`src/rtl/relprime_pkg.sv`:
```
// ============================================================================
// Module   : relprime_pkg
// Brief    : Shared widths and FSM state encoding for the relprime sequencer.
// Revision : 1.0
// ============================================================================
`default_nettype none

package relprime_pkg;

    localparam int REL_WIDTH     = 16;
    localparam int REL_M_START   = 2;
    localparam int REL_CNT_WIDTH = 32;

    typedef enum logic [2:0] {
        IDLE  = 3'd0,
        LOAD  = 3'd1,
        RUN   = 3'd2,
        CHECK = 3'd3,
        DONE  = 3'd4
    } rel_state_t;

endpackage

`default_nettype wire

```
`src/rtl/relprime_gcd_core.sv`:
```
// ============================================================================
// Module   : relprime_gcd_core
// Brief    : Subtraction-based Euclid GCD datapath, one step per enabled cycle.
// Revision : 1.0
// ============================================================================
`default_nettype none

module relprime_gcd_core
    import relprime_pkg::*;
#(
    parameter int WIDTH = REL_WIDTH
) (
    input  logic             clk,
    input  logic             rst,
    input  logic             i_load,
    input  logic             i_step,
    input  logic [WIDTH-1:0] i_a_init,
    input  logic [WIDTH-1:0] i_b_init,
    output logic             o_b_zero,
    output logic [WIDTH-1:0] o_gcd
);

    logic [WIDTH-1:0] r_a;
    logic [WIDTH-1:0] r_b;

    // The larger operand is always the minuend, so neither register underflows.
    always_ff @(posedge clk) begin
        if (rst) begin
            r_a <= '0;
            r_b <= '0;
        end else if (i_load) begin
            r_a <= i_a_init;
            r_b <= i_b_init;
        end else if (i_step && (r_b != '0)) begin
            if (r_a > r_b) begin
                r_a <= r_a - r_b;
            end else begin
                r_b <= r_b - r_a;
            end
        end
    end

    assign o_b_zero = (r_b == '0);
    assign o_gcd    = r_a;

endmodule

`default_nettype wire

```
`src/rtl/relprime_sequencer.sv`:
```
// ============================================================================
// Module   : relprime_sequencer
// Brief    : Finds the smallest m >= M_START coprime to n using a GCD core.
//            Optional busy-cycle counter enabled by RELPRIME_CYCLE_COUNT_EN.
// Revision : 1.0
// ============================================================================
`default_nettype none

module relprime_sequencer
    import relprime_pkg::*;
#(
    parameter int WIDTH   = REL_WIDTH,
    parameter int M_START = REL_M_START
) (
    input  logic                     CLK,
    input  logic                     reset,
    input  logic                     start,
    input  logic [WIDTH-1:0]         n_in,
    output logic                     busy,
    output logic                     done,
    output logic                     err,
    output logic [WIDTH-1:0]         result
`ifdef RELPRIME_CYCLE_COUNT_EN
    ,
    output logic [REL_CNT_WIDTH-1:0] cycles
`endif
);

    localparam logic [WIDTH-1:0] c_one     = WIDTH'(1);
    localparam logic [WIDTH-1:0] c_m_start = WIDTH'(M_START);

    rel_state_t       r_state;
    rel_state_t       w_next_state;
    logic [WIDTH-1:0] r_n;
    logic [WIDTH-1:0] r_m;
    logic [WIDTH-1:0] r_result;
    logic             r_err;
    logic             w_load;
    logic             w_step;
    logic             w_b_zero;
    logic [WIDTH-1:0] w_gcd;
    logic [WIDTH-1:0] w_m_next;
    logic             w_m_wrap;

    assign w_m_next = r_m + c_one;
    assign w_m_wrap = (w_m_next == '0);

    relprime_gcd_core #(
        .WIDTH (WIDTH)
    ) u_gcd_core (
        .clk      (CLK),
        .rst      (reset),
        .i_load   (w_load),
        .i_step   (w_step),
        .i_a_init (r_n),
        .i_b_init (r_m),
        .o_b_zero (w_b_zero),
        .o_gcd    (w_gcd)
    );

    always_ff @(posedge CLK) begin
        if (reset) begin
            r_state <= IDLE;
        end else begin
            r_state <= w_next_state;
        end
    end

    always_comb begin
        w_next_state = r_state;
        w_load       = 1'b0;
        w_step       = 1'b0;
        case (r_state)
            IDLE: begin
                if (start) begin
                    w_next_state = (n_in == '0) ? DONE : LOAD;
                end
            end
            LOAD: begin
                w_load       = 1'b1;
                w_next_state = RUN;
            end
            RUN: begin
                w_step = !w_b_zero;
                if (w_b_zero) begin
                    w_next_state = CHECK;
                end
            end
            CHECK: begin
                if ((w_gcd == c_one) || w_m_wrap) begin
                    w_next_state = DONE;
                end else begin
                    w_next_state = LOAD;
                end
            end
            DONE:    w_next_state = IDLE;
            default: w_next_state = IDLE;
        endcase
    end

    // Result is left untouched on a new start; it only changes at completion.
    always_ff @(posedge CLK) begin
        if (reset) begin
            r_n      <= '0;
            r_m      <= '0;
            r_err    <= 1'b0;
            r_result <= '0;
        end else begin
            case (r_state)
                IDLE: begin
                    if (start) begin
                        r_n   <= n_in;
                        r_m   <= c_m_start;
                        r_err <= 1'b0;
                        if (n_in == '0) begin
                            r_result <= '0;
                            r_err    <= 1'b1;
                        end
                    end
                end
                CHECK: begin
                    if (w_gcd == c_one) begin
                        r_result <= r_m;
                    end else if (w_m_wrap) begin
                        r_result <= '0;
                        r_err    <= 1'b1;
                    end else begin
                        r_m <= w_m_next;
                    end
                end
                default: ;
            endcase
        end
    end

    assign busy   = (r_state != IDLE);
    assign done   = (r_state == DONE);
    assign err    = r_err;
    assign result = r_result;

`ifdef RELPRIME_CYCLE_COUNT_EN
    logic [REL_CNT_WIDTH-1:0] r_cycles;

    always_ff @(posedge CLK) begin
        if (reset) begin
            r_cycles <= '0;
        end else if (r_state == IDLE) begin
            if (start) begin
                r_cycles <= '0;
            end
        end else if (r_cycles != '1) begin
            r_cycles <= r_cycles + REL_CNT_WIDTH'(1);
        end
    end

    assign cycles = r_cycles;
`endif

endmodule

`default_nettype wire

```
`config.mk`:
```
export PLATFORM = sky130hd
export DESIGN_NAME = relprime_sequencer
export DESIGN_NICKNAME = d
export VERILOG_FILES = /design/src/rtl/relprime_pkg.sv /design/src/rtl/relprime_gcd_core.sv /design/src/rtl/relprime_sequencer.sv
export SDC_FILE = /design/constraint.sdc
export NUM_CORES = 1
export LEC_CHECK = 0
export CAP_MARGIN = 10
export CORE_UTILIZATION = 55
export CTS_BUF_LIST = sky130_fd_sc_hd__clkbuf_2
export CTS_CLUSTER_DIAMETER = 120
export DETAILED_ROUTE_END_ITERATION = 8
export GPL_TIMING_DRIVEN = 0
export PLACE_DENSITY = 0.78
export SLEW_MARGIN = 20
export SYNTH_ARGS = -nofsm -noshare
export SYNTH_HDL_FRONTEND = slang
export SYNTH_SLANG_ARGS = --single-unit
```
`constraint.sdc`:
```
create_clock -name CLK -period 2.9 [get_ports CLK]
set_clock_uncertainty 0.15 [all_clocks]
set_input_delay 0.435 -clock CLK [delete_from_list [all_inputs] [get_ports CLK]]
set_output_delay 0.435 -clock CLK [all_outputs]
set_load 0.005 [all_outputs]
```
## Word-level counts from Yosys, hierarchy flattened

Index checks and enable logic that the tools add are counted.

- $lt $le $gt $ge: 1
- Muxes and demuxes: 27
- Eq/ne operators: 13
- Reduce and logical (&&, ||, !) cells: 19
- Add/subtract/negate cells: 3

Operators by type and width:

| operator | number |
|---|---|
| $mux W16 | 13 |
| $pmux W16 S2 | 2 |
| $logic_not A16 Y1 | 3 |
| $sub A16 B16 Y16 | 2 |
| $add A16 B1 Y16 const B | 1 |
| $eq A16 B1 Y1 const B | 1 |
| $gt A16 B16 Y1 | 1 |
| $reduce_bool A16 Y1 | 1 |
| $mux W3 | 4 |
| $ne A2 B2 Y1 const B | 6 |
| $pmux W3 S4 | 1 |
| $reduce_and A4 Y1 | 3 |
| $reduce_and A2 Y1 | 4 |
| $eq A3 B2 Y1 const B | 2 |
| $mux W1 | 6 |
| $reduce_bool A2 Y1 | 3 |
| $eq A3 B1 Y1 const B | 1 |
| $eq A3 B3 Y1 const B | 1 |
| $logic_not A3 Y1 | 1 |
| $ne A3 B3 Y1 const B | 1 |
| $reduce_bool A3 Y1 | 1 |
| $ne A2 B1 Y1 const B | 1 |
| $pmux W1 S2 | 1 |
| $logic_and A1 B1 Y1 | 1 |
| other kinds (2) | 2 |

- Bits in registers: 84
- Bits of input ports: 19
- Logic and storage cells: 70

## Logic depth before layout (Yosys ltp)

Gate-level depths: netlist of the first run.

- Word-level depth: 6
- Mapped depth: 12

## Modules after synthesis

A second synthesis of the first run with hierarchy kept.

- Cells, all modules: 740
- Area total of the unflattened synthesis: 5999.5 µm²

By module, submodules not included:

| module | sequential area each (µm²) | cells an instance | area each (µm²) | times used |
|---|---|---|---|---|
| relprime_gcd_core | 640.6 | 452 | 3523.4 | 1 |
| relprime_sequencer | 1041.0 | 288 | 2476.1 | 1 |

## Least setup slack after synthesis of the first run

No wires, ideal clock.

- Path kind: register to register
- From: reg u_gcd_core.r_a[0] (netlist: u_gcd_core.o_gcd[0])
- To: reg u_gcd_core.r_a[11] (netlist: u_gcd_core.o_gcd[11])
- Arrival time: 2.612 ns
- Data required time: 2.676 ns
- Stages on the path, launching flop included: 12
- Buffers on the path: 1
- Setup slack: 0.064 ns
- Path through: dfxtp_1 inv_1 ha_1 fa_1 nor2b_1 o211ai_1 a31o_2 a21o_1 a211o_1 buf_2 or3_1 a31oi_1

- Longest elaborated chain between the ends: 4
- Elaborated cells on any way between the ends: 7
- Those cells by class: add/sub (1); order compare (1); mux (3); reduce/logical (2)

Ends and longest elaborated chain:

| item | line | text |
|---|---|---|
| from (decl) | relprime_gcd_core.sv:23 | `logic [WIDTH-1:0] r_a;` |
| from (signal assigned) | relprime_gcd_core.sv:32 | `r_a <= i_a_init;` |
| from (signal assigned) | relprime_gcd_core.sv:36 | `r_a <= r_a - r_b;` |
| $sub A16 B16 Y16 | relprime_gcd_core.sv:36 |  |
| $mux W16 | relprime_gcd_core.sv:35 | `if (r_a > r_b) begin` |
| $mux W16 | relprime_gcd_core.sv:34 | `end else if (i_step && (r_b != '0)) begin` |
| $mux W16 | relprime_gcd_core.sv:31 | `end else if (i_load) begin` |

Parallel ways exist; a longest one is shown, timed or not. The select of a mux whose other input is x is not followed.
A chain may end at the register's enable or synchronous reset.

## Worst setup path in the final report of the first run

- From: reg u_gcd_core.r_b[4]
- To: reg r_state[2]

- Longest elaborated chain between the ends: 3

Ends and longest elaborated chain:

| item | line | text |
|---|---|---|
| from (decl) | relprime_gcd_core.sv:24 | `logic [WIDTH-1:0] r_b;` |
| from (signal assigned) | relprime_gcd_core.sv:33 | `r_b <= i_b_init;` |
| from (signal assigned) | relprime_gcd_core.sv:38 | `r_b <= r_b - r_a;` |
| $logic_not A16 Y1 | relprime_gcd_core.sv:43 | `assign o_b_zero = (r_b == '0);` |
| $ne A2 B2 Y1 (no line) | -- |  |
| $reduce_and A2 Y1 (no line) | -- |  |
| to (signal assigned) | relprime_sequencer.sv:65 | `r_state <= w_next_state;` |
| to (decl) | relprime_sequencer.sv:32 | `rel_state_t r_state;` |

No other way between the ends.

==> results.txt, run 1 <==
The flow ran to the end, and the final reports show no timing, DRC or antenna violations. In this run the vertical extent of the chip is 103 µm. The number of buffers inserted by hold repair at cts is 0, and the effective utilization at floorplan is 56.9%. The tools report the root buffer cell as clkbuf_2.

The overall overflow remaining after global route came out at 0. Dividing the detail-routed wire length by the instance count gives 19.4 µm. The worst setup path is captured at a register. Synthesis produced a netlist with a net count of 774. The count of mapped cells out of synthesis was 721; the distinct cell type count after synthesis was 68.

The logic depth of the worst register-to-register path was 7; the fraction of final layout cells with drive strength greater than 1 was 12.7%. Global routing consumed, on the met2 layer, 52.3% of the routing resources. For the final routed database, the setup TNS stands at 0 ns. The critical path is of the register to register type.

Across all layers, the routed design uses 5,923 vias. The area growth from synthesis to layout is 17.5%, and the clock latency reported for the late side of the worst-skew pair is 0.54 ns. For this run, asynchronously set or reset flops after synthesis account for 0%. TritonCTS built the clock tree.

The number of global-route vias before repair is 5,444. Buffer levels on the longest clock path: 2. In the routed layout, each cell is associated on average with a via count of 6.45. Setup repair after global routing could not meet its margin everywhere. For met1 alone, demand over resource in global routing was 48.0%. The worst path in the final design needs a cycle of 2.86 ns, including I/O delays and setup. The final layout contains 834 nets. Measured along the x axis, the die boundary spans 103 µm.

Cells fill 66.8% of the core in the end. The number of levels the H-tree was split into was 3; the total I/O pin count was 38. Global routing used 34.7% of the available tracks.

The die covers 10,600 µm². The run gives 0 as the number of inserted diodes. In this run the standard cell core region covers 9820 µm². The most crowded layer after global routing was met2. The first detailed-routing pass ran for 5 iterations. The power density over the cells is 493 nW/µm², and the number of flops mapped to enable cells by yosys is 0.

The run gives 349 MHz as the upper clock frequency limit. The wire-length estimate of the detail-placed layout is 13,200 µm. Counting the buffers created by CTS gives 9. The logs give 0 for the count of unresolved DRC violations after routing and 0 for the number of max-cap violations. The met3 global-route usage was 7.05%. During placement, the flow inserted port buffers numbering 36.

Summing the sequential cell areas from Yosys gives 30.1% of the chip area. After synthesis, the mean cell area works out to 7.75 µm². The tools report the wire length reported by the detailed router as 17,800 µm. In the layout the commonest cells are nand2_1, dfxtp_1, a21oi_1, inv_1, nand3_1. Entering global routing, the biggest net connects 16 pins. Max-slew violation total from the final report: 0.

In this run the worst path has a maximum fanout of 10. The peak ir drop on the vdd network was 0.371 mV; the number of antenna-violating nets in the routed design was 0. The leakage power total was 2.46 nW.

The synthesized design contains 84 register bits. The library cell used most frequently in the layout, excluding fill and tap cells, is nand2_1. The number of antenna violations at the first check in global routing is 0. At the worst endpoint, the required time is 3.22 ns. Clock edge transition at the registers on the reported setup and hold paths: 0.26 ns.

The first global-routing pass estimated 28,000 µm of wire. The cell depth of the worst min-delay path works out to 3. The total count of hold-check failures in the final report was 0; the worst-case headroom to the max-slew limit was 55.0%. The floorplan has 36 rows.

After layout, the worst path uses 98.8% of the clock period. At the pin with the least slew margin, the transition time is 0.675 ns. The mapped netlist covers 5590 µm². Routability-driven placement finished with a final weighted congestion of 0.967. The Yosys step of the flow raised 0 warnings. Path type of the worst min-delay path: primary input to register. For this run, the leading register cell type out of synthesis is dfxtp_1. The tools report the startpoint type of the worst setup path as a register.

The arrival time at the worst endpoint is 3.19 ns, and the count of final setup violators is 0. For this block, the initial DRC count from the detailed router was 631. Total power for the finished layout comes to 3.24 mW.

The number of sinks on the clock net was 84.
[registers in the layout, summed over array words and instances (netlist names)]
signal / count
err: 1
r_state: 3
r_m: 16
r_n: 16
result: 16
u_gcd_core.o_gcd: 16
u_gcd_core.r_b: 16
[where the power goes]
| part | internal (mW) | switching (mW) | leakage, nW |
|---|---|---|---|
| sequential | 1.21 | 0.0588 | 0.686 |
| combinational | 0.518 | 0.875 | 1.71 |
| clock | 0.127 | 0.448 | 0.0621 |
[worst max-delay path, stage by stage (launching register included)]
cell and delay (ns):
dfxtp_1 0.40, nor4_1 0.54, nand4_1 0.19, nand2_1 0.12
clkbuf_1 0.40, clkbuf_1 0.58, o211ai_1 0.22, a21oi_1 0.19
[area by class of cell]
cell class                      count  area, µm²
Buffer                             51        253
Clock buffer                       10       50.0
Clock inverter                      6       48.8
Fill cell                         926       3260
Inverter                           45        169
Multi-Input combinational cell    537       3680
Sequential cell                    84       1700
Tap cell                          133        166
Timing Repair Buffer               53        492
[layer usage]
| layer | vias up | routed length [µm] |
|---|---|---|
| li1 | 2772 | - |
| met1 | 2794 | 7820 |
| met2 | 303 | 7650 |
| met3 | 54 | 1720 |
| met4 | 0 | 610 |
| met5 | - | 0 |
[logic make-up (layout without fill, tap and decap cells)]
group                    count (synthesis)  count (layout)  synth area share (%)
adder cells (fa/ha/maj)                 34              34                  7.88
flip-flops                              84              84                  30.1
AND/OR/NAND/NOR                        251             251                  22.6
XOR/XNOR                                22              22                  3.45
buffers and inverters                  100             165                  7.30
AO/OA/AOI/OAI                          223             223                  27.3
multiplexers                             7               7                  1.28
[cells in the mapped netlist (4+ instances only)]
| master | instances | area share [%] |
|---|---|---|
| nor2_1 | 39 | 2.6 |
| a21o_1 | 10 | 1.3 |
| a21oi_1 | 59 | 5.3 |
| o21a_1 | 10 | 1.3 |
| a211o_1 | 7 | 1.1 |
| buf_1 | 4 | 0.27 |
| xnor2_1 | 13 | 2.0 |
| dfxtp_1 | 84 | 30 |
| buf_2 | 10 | 0.90 |
| nand2_1 | 76 | 5.1 |
| a211oi_1 | 4 | 0.54 |
| o211ai_1 | 25 | 3.4 |
| nor3_1 | 16 | 1.4 |
| xor2_1 | 9 | 1.4 |
| or3_1 | 10 | 1.1 |
| inv_1 | 45 | 3.0 |
| and3_1 | 8 | 0.90 |
| a22oi_1 | 7 | 0.94 |
| a32oi_1 | 10 | 1.6 |
| a22o_1 | 16 | 2.5 |
| mux2i_1 | 6 | 1.1 |
| and2_1 | 5 | 0.56 |
| ha_1 | 32 | 7.2 |
| nor4_1 | 18 | 2.0 |
| o21ai_0 | 23 | 2.1 |
| nor2b_1 | 6 | 0.67 |
| nand3b_1 | 6 | 0.81 |
| nand3_1 | 41 | 3.7 |
| nand4_1 | 11 | 1.2 |
| clkbuf_1 | 36 | 2.4 |
| a31oi_1 | 23 | 2.6 |
[path summary, 6_finish.rpt]
check                         start         end  slack (ns)
setup / recovery  u_gcd_core.r_b[4]  r_state[2]        0.04
hold / removal                reset     r_m[12]        0.25
setup reg to reg  u_gcd_core.r_b[4]  r_state[2]        0.04
hold reg to reg              r_n[3]      r_n[3]        0.32
[per-stage QoR]
step	cell area [µm²]	setup slack [ns]	hold WS (ns)	std cells
4_1_cts	6320	0.00500	0.193	910
6_report	6560	0.0356	0.251	919
3_3_place_gp	6110	-0.533	0.296	890
2_1_floorplan	5590	0.0642	0.282	721
3_5_place_dp	6110	-0.539	0.299	890
5_1_grt	6560	-0.0537	0.255	919
[repair_timing]
| action | CTS | global route |
|---|---|---|
| gates resized for setup | 26 | 45 |
| setup endpoints to repair | 64 | 55 |
| pin swaps | 5 | 19 |
| endpoints found under the hold margin | 0 | 0 |
| buffers inserted | 7 | 10 |
(Power assumes the default switching activity.)
==> run 2, diff against run 1 <==
- PLACE_DENSITY: 0.78 -> default
- PLACE_DENSITY_LB_ADDON: default -> 0.12
==> run 2 against run 1 <==
  * The run now ends with negative setup slack left
  * Largest power group unchanged
  * Critical path depth rose by 3
  * Non-clock buffer count fell by 2
  * Cell area fell by 1.0%
  * Sequential share of layout area rose by 0.20 points
  * Die area did not move
  * Combinational power fell by 3%
  * Register-to-register slack got worse by 0.04 ns
==> results.txt, run 2 (synthesized netlist as in run 1, its figures left out) <==
The tools report the launching element of the worst setup path as u_gcd_core.r_b[0]. The worst-case headroom to the max-slew limit was 52.2%. The final reports fail on negative setup slack. In the final routed layout, each cell accounts on average for 19.3 µm.

The detailed router placed 5,971 vias in this run. The sum of internal, switching and leakage power is 3.16 mW. After detailed routing, the total wire length is 17,600 µm.

The clock edge transition at the registers on the reported setup and hold paths was 0.25 ns. TritonCTS built the clock tree. The arrival time at the worst endpoint came out at 3.29 ns.

The run gives 9820 µm² as the area of the placeable core. The critical path in this run is classified as register to register. For the overall routing resource usage, the log shows 34.4%. Dividing the detail-routed via count by the number of cells gives 6.52. The run finished, with violations left. The floorplan die area came out at 10,600 µm². Final hold analysis gives a worst-case slack of 0.220 ns. The finished layout holds 916 standard cells, fillers aside. Buffers inserted to repair hold after CTS numbered 0. Setup repair after global routing could not meet its margin everywhere. The final design area excluding fillers was 6490 µm². Summed over all cells, the static leakage comes to 2.43 nW.

In this run the remaining antenna-violating nets after routing total 0. The first global-routing pass estimated 27,300 µm of wire. STA classifies the critical path startpoint as a register.

The tools report the number of max-cap violations as 0. For the worst setup margin, the log shows -0.00278 ns. The startpoint identified for the worst register-to-register timing path is u_gcd_core.r_b[0]. The tools report the total clock buffers created by CTS as 9.

The fraction of final layout cells with drive strength greater than 1 was 12.1%; the count of unresolved DRC violations after routing was 0. The worst-case IR drop observed on VDD is 0.333 mV. The final period demand of the worst path came out at 2.90 ns. No sink is reached through more buffers than the 2 on the longest clock path. The max-slew violation total from the final report was 0; the upper clock frequency limit was 344 MHz. Count of input and output buffers: 36. The path class of the tightest hold or removal check is primary input to register. Root buffer cell: clkbuf_2. The die is 103 µm wide. In this run the cell area measured after placement is 6110 µm². The wire-length estimate of the detail-placed layout is 12,900 µm. The library cell used most frequently in the layout, excluding fill and tap cells, is nand2_1. The initial utilization of the core area, before any placement, comes to 56.9%. The logs give 3.29 ns for the worst path required time and 832 for the number of nets in the layout. Number of DRC violations after detailed-routing iteration 0: 647. Power density over the cells: 487 nW/µm².

The critical path endpoint category is a register. The core utilization of the finished layout came out at 66.1%. Die extent in y: 103 µm.

The tools report the hold path startpoint as reset. The total count of hold-check failures in the final report was 0; the number of levels the H-tree was split into was 3. The area growth from synthesis to layout is 16.2%.

Including well taps, the total number of placed cells is 890. The count of final setup violators came out at 1. The top cell types in the final layout, fill and taps aside, are nand2_1, dfxtp_1, a21oi_1, inv_1, nand3_1.

The number of antenna diodes in the final layout is 0. Pin placement for this block handled 38 I/O pins. The final critical path takes up 100% of the cycle. Clock tree synthesis found a total of 84 sinks.

The pin count of the biggest net entering global routing came out at 15. The slew at the pin closest to its max-slew limit was 0.711 ns. The run gives 0.60 ns as the clock latency reported for the late side of the worst-skew pair. The number of global-route vias before repair was 5,219; the highest fanout seen on the critical path was 5. The number of iterations in the first detailed-routing pass was 6; the standard-cell row count was 36. The overall overflow remaining after global route was 0.

The number of antenna violations at the first check in global routing was 0. The run gives 0.960 as the weighted congestion at the end of routability-driven global placement.
[run 2: changes by cell type in the layout (fill, tap and decap cells not counted), moves of 2 or more]
cell      delta
buf_4        -2
clkbuf_2     -2
dfxtp_1      +2
clkinv_2     +3
nor3_2       -2
nor3_1       +2
[run 2: critical path: stages, from the launching register on]
cell	delay [ns]
dfxtp_4	0.42
ha_4	0.16
fa_2	0.35
nor2b_2	0.14
o211ai_1	0.12
a31o_2	0.27
a21o_4	0.23
a211o_1	0.30
buf_6	0.14
or3_4	0.39
a31oi_4	0.16
[run 2: routing by layer]
metal	vias to the layer above	track usage [%]	share of wire (%)
met3	42	6.03	9.2
met1	2848	47.9	44
li1	2771	-	-
met5	-	0	0
met4	0	12.1	2.6
met2	310	53.4	44
[run 2: path summary, 6_finish.rpt]
path,endpoint,cells after the start,slack [ns]
worst max-delay path,u_gcd_core.o_gcd[11],10,-0.003
worst min-delay path,r_m[12],3,0.22
worst max register to register,u_gcd_core.o_gcd[11],10,-0.003
worst min register to register,r_n[11],2,0.33
[run 2: stage by stage]
stage,setup TNS [ns],setup slack (ns)
after floorplan,0,0.0642
after global placement,-12.83,-0.574
after detailed placement,-14.88,-0.605
after CTS,0,0.0355
after global routing,-1.07,-0.0925
final,-0.00278,-0.00278
[run 2: timing repair]
item | CTS | global route
resized for setup | 28 | 30
endpoints found under the setup margin | 64 | 53
buffers inserted | 9 | 6
pin swaps | 8 | 19
[run 2: area by class of cell]
type,instances,area (µm²)
fill,934,3330
clock buffer,9,45.0
buffer,51,251
clock inverter,6,40.0
inverter,45,169
timing repair buffer,51,473
sequential,84,1700
tap,133,166
multi-input combinational,537,3650
[run 2: power breakdown]
group          total (mW)  internal, mW  switching [mW]
logic                1.35         0.490           0.861
clock network       0.540         0.108           0.432
registers            1.27          1.21          0.0584
total                3.16          1.81            1.35
==> run 3, diff against run 2 <==
- CORE_UTILIZATION: 55 -> 28
==> run 3 against run 2 <==
  * The run now ends clean
  * Combinational power grew 4%
  * Fmax grew 0.95%
  * Cell area grew 5.0%
  * Highest routed layer unchanged
  * Worst hold slack lost 0.017 ns
  * Clock power grew 39%
  * Non-clock buffer count grew 3
  * Worst setup slack gained 0.027 ns
  * Global-route usage shrank 15 points
==> results.txt, run 3 (synthesized netlist as in run 1, its figures left out) <==
The post-detailed-route via-to-cell ratio came out at 5.37. Number of levels the H-tree was split into: 3. Global routing consumed, over all layers together, 19.7% of the routing resources.

In this run the worst hold path is classified as primary input to register. The total clock buffers created by CTS came out at 9. For this design, the slowest cell found on the critical path is dfxtp_2. The logic depth of the worst register-to-register path was 11. Count of final setup violators: 0. The most critical setup path has its startpoint at u_gcd_core.o_gcd[0]. TritonCTS built the clock tree. Routability-driven placement finished with a final weighted congestion of 0.856.

Effective utilization at floorplan: 28.6%. The max-slew violation total from the final report came out at 0. In this run the core area contains 51 standard-cell rows. The root buffer cell was clkbuf_2. The final standard cell count with taps included and fillers excluded is 1,054. Detailed placement ended at an HPWL of 14,600 µm. The critical path is of the register to register type.

In this run the critical register-to-register path is captured at u_gcd_core.o_gcd[11]. Leaving out fill and tap cells, the most frequent cell in the layout is nand2_1. The most critical setup path has its endpoint at u_gcd_core.o_gcd[11].

Relative to the synthesized area, the layout overhead comes to 22.0%. The signal on the critical path passes through inv_2, ha_4, fa_2, nor2b_2, o211ai_1, a31o_2, a21o_4, a211o_1, buf_6, or3_4, a31oi_1. The count of buffering cells on the critical path with inverters included was 2. The number of hold buffers added after CTS was 0. Of the total power, the share spent switching nets is 40.9%.

Derived from the worst setup path, the maximum achievable clock frequency is 348 MHz. The first global-routing pass estimated 30,700 µm of wire. For this run, the detailed router's first-pass iteration total came to 5. The logs give 19,400 µm for the wire length reported by the detailed router and 16 for the pin count of the biggest net entering global routing. On the worst path, the slowest cell contributes a delay of 0.40 ns. The run finished with clean final reports. Startpoint type of the worst setup path: a register.

In this run, the clock network consumes 22.0% of the power. The internal power of the cells totals 2.02 mW. The final layout contains 835 nets. The worst-case headroom to the max-slew limit was 53.4%. Cells fill 34.9% of the core in the end.

From left edge to right edge, the die measures 143 µm. The count of input and output buffers was 36. The arrival time at the worst endpoint was 3.27 ns. For this block, the via count after detailed routing is 5,658. Hold is met by 0.203 ns. During I/O placement, the number of pins put on the boundary was 38. Leaving out fill and tap cells, the most frequent cells in the layout are nand2_1, dfxtp_1, a21oi_1, inv_1, nand3_1. After the first detailed-routing iteration, the DRC count stood at 419. Highest fanout seen on the critical path: 5. The number of antenna violations at the first check in global routing was 2.

The clock passes through at most 2 buffers. Cell depth of the worst setup path: 11. The power density over the cells is 502 nW/µm². The startpoint identified for the worst register-to-register timing path is u_gcd_core.o_gcd[0]. STA classifies the critical path endpoint as a register.

The cell family contributing the most delay on the critical path was compound AO/OA/AOI/OAI gates. Across all register-to-register paths, the minimum setup slack is 0.02 ns. For the sum of internal, switching and leakage power, the log shows 3.42 mW. Once placement completed, the tool counted placed cells totaling 1,022. In this run the static leakage power is 2.51 nW.

Peak ir drop on the vdd network: 0.186 mV. Adding up every negative setup slack in the final design gives 0 ns. The total count of hold-check failures in the final report is 0.

After detailed routing, the number of remaining DRC violations is 0. Setup repair after global routing could not meet its margin everywhere. Clock latency on the worst-skew pair, taken at its later pin, is 0.63 ns. The clock edge transition at the registers on the reported setup and hold paths is 0.29 ns, and the worst path required time is 3.29 ns.

In this run the standard cell core region covers 19,500 µm². The final critical-path share of the clock period came out at 99.2%. The die covers 20,500 µm².

The sequential share of power was 37.2%; the number of max-cap violations was 0. Of the cells placed in the final design, the portion with a size suffix greater than 1 is 14.0%. The number of sinks on the clock net is 84.

The die extent in y is 143 µm, and the final period demand of the worst path is 2.88 ns. The tools report the number of global-route vias before repair as 5,327. The average wire per cell in the routed design is 18.4 µm. The tools report the total net switching power as 1.40 mW.

For this run the aggregate overflow at the end of global routing stands at 0. The slew at the pin closest to its max-slew limit is 0.700 ns. Of the total power, combinational logic draws 40.9%.

In this run the remaining antenna-violating nets after routing total 0.
-- run 3: worst min-delay path by stage --
stage | from | end | slack [ns] | cells past startpoint
floorplan | r_n[0] | r_n[0] | 0.28 | 2
detailed placement | r_n[9] | r_n[9] | 0.30 | 2
global placement | r_n[15] | r_n[15] | 0.30 | 2
global route | n_in[7] | r_n[7] | 0.16 | 3
CTS | reset | r_m[12] | 0.13 | 3
finish | reset | r_m[12] | 0.20 | 3
-- run 3: per-layer routing --
layer / wire [µm] / GRT usage (%) / share of wire, %
met1: 9670 / 27.9 / 50
met2: 8800 / 31.1 / 45
met3: 657 / 2.41 / 3.4
met5: 0 / 0 / 0
met4: 249 / 5.43 / 1.3
-- run 3: worst register-to-register path, delay by kind of cell (launching register included) --
family	cells	cell delay [ns]
simple gates	2	0.54
flops	1	0.40
compound gates	5	1.05
fa+ha+maj	2	0.49
buf+inv	2	0.19
-- run 3: layout make-up --
cell class,instances,area (µm²)
plain buffers,51,265
clock buffers,9,45.0
well taps,265,332
fillers,2156,12700
repair buffers,54,493
flip-flops and latches,84,1710
clock inverters,7,98.8
multi-input cells,537,3700
inverters,45,169
diodes,2,5.00
-- run 3: through the flow --
step,area (µm²),setup WS [ns]
after global placement,6280,-0.570
after global routing,6820,-0.0747
final,6820,0.0246
after floorplan,5590,0.0642
after detailed placement,6280,-0.587
after CTS,6560,-0.00854
-- run 3: power groups by stage --
stage	Sequential (mW)	Clock [mW]	Combinational [mW]
4_1_cts	1.27	0.766	1.30
3_5_place_dp	1.29	0	1.22
3_3_place_gp	1.29	0	1.22
2_1_floorplan	1.27	0	0.841
6_report	1.27	0.752	1.40
5_1_grt	1.28	0.830	1.52
-- run 3: what timing repair did --
action / 4_1_cts / 5_1_grt
pin swaps: 11 / 14
setup buffers: 9 / 9
gates resized for setup: 31 / 53
setup endpoints to repair: 64 / 51
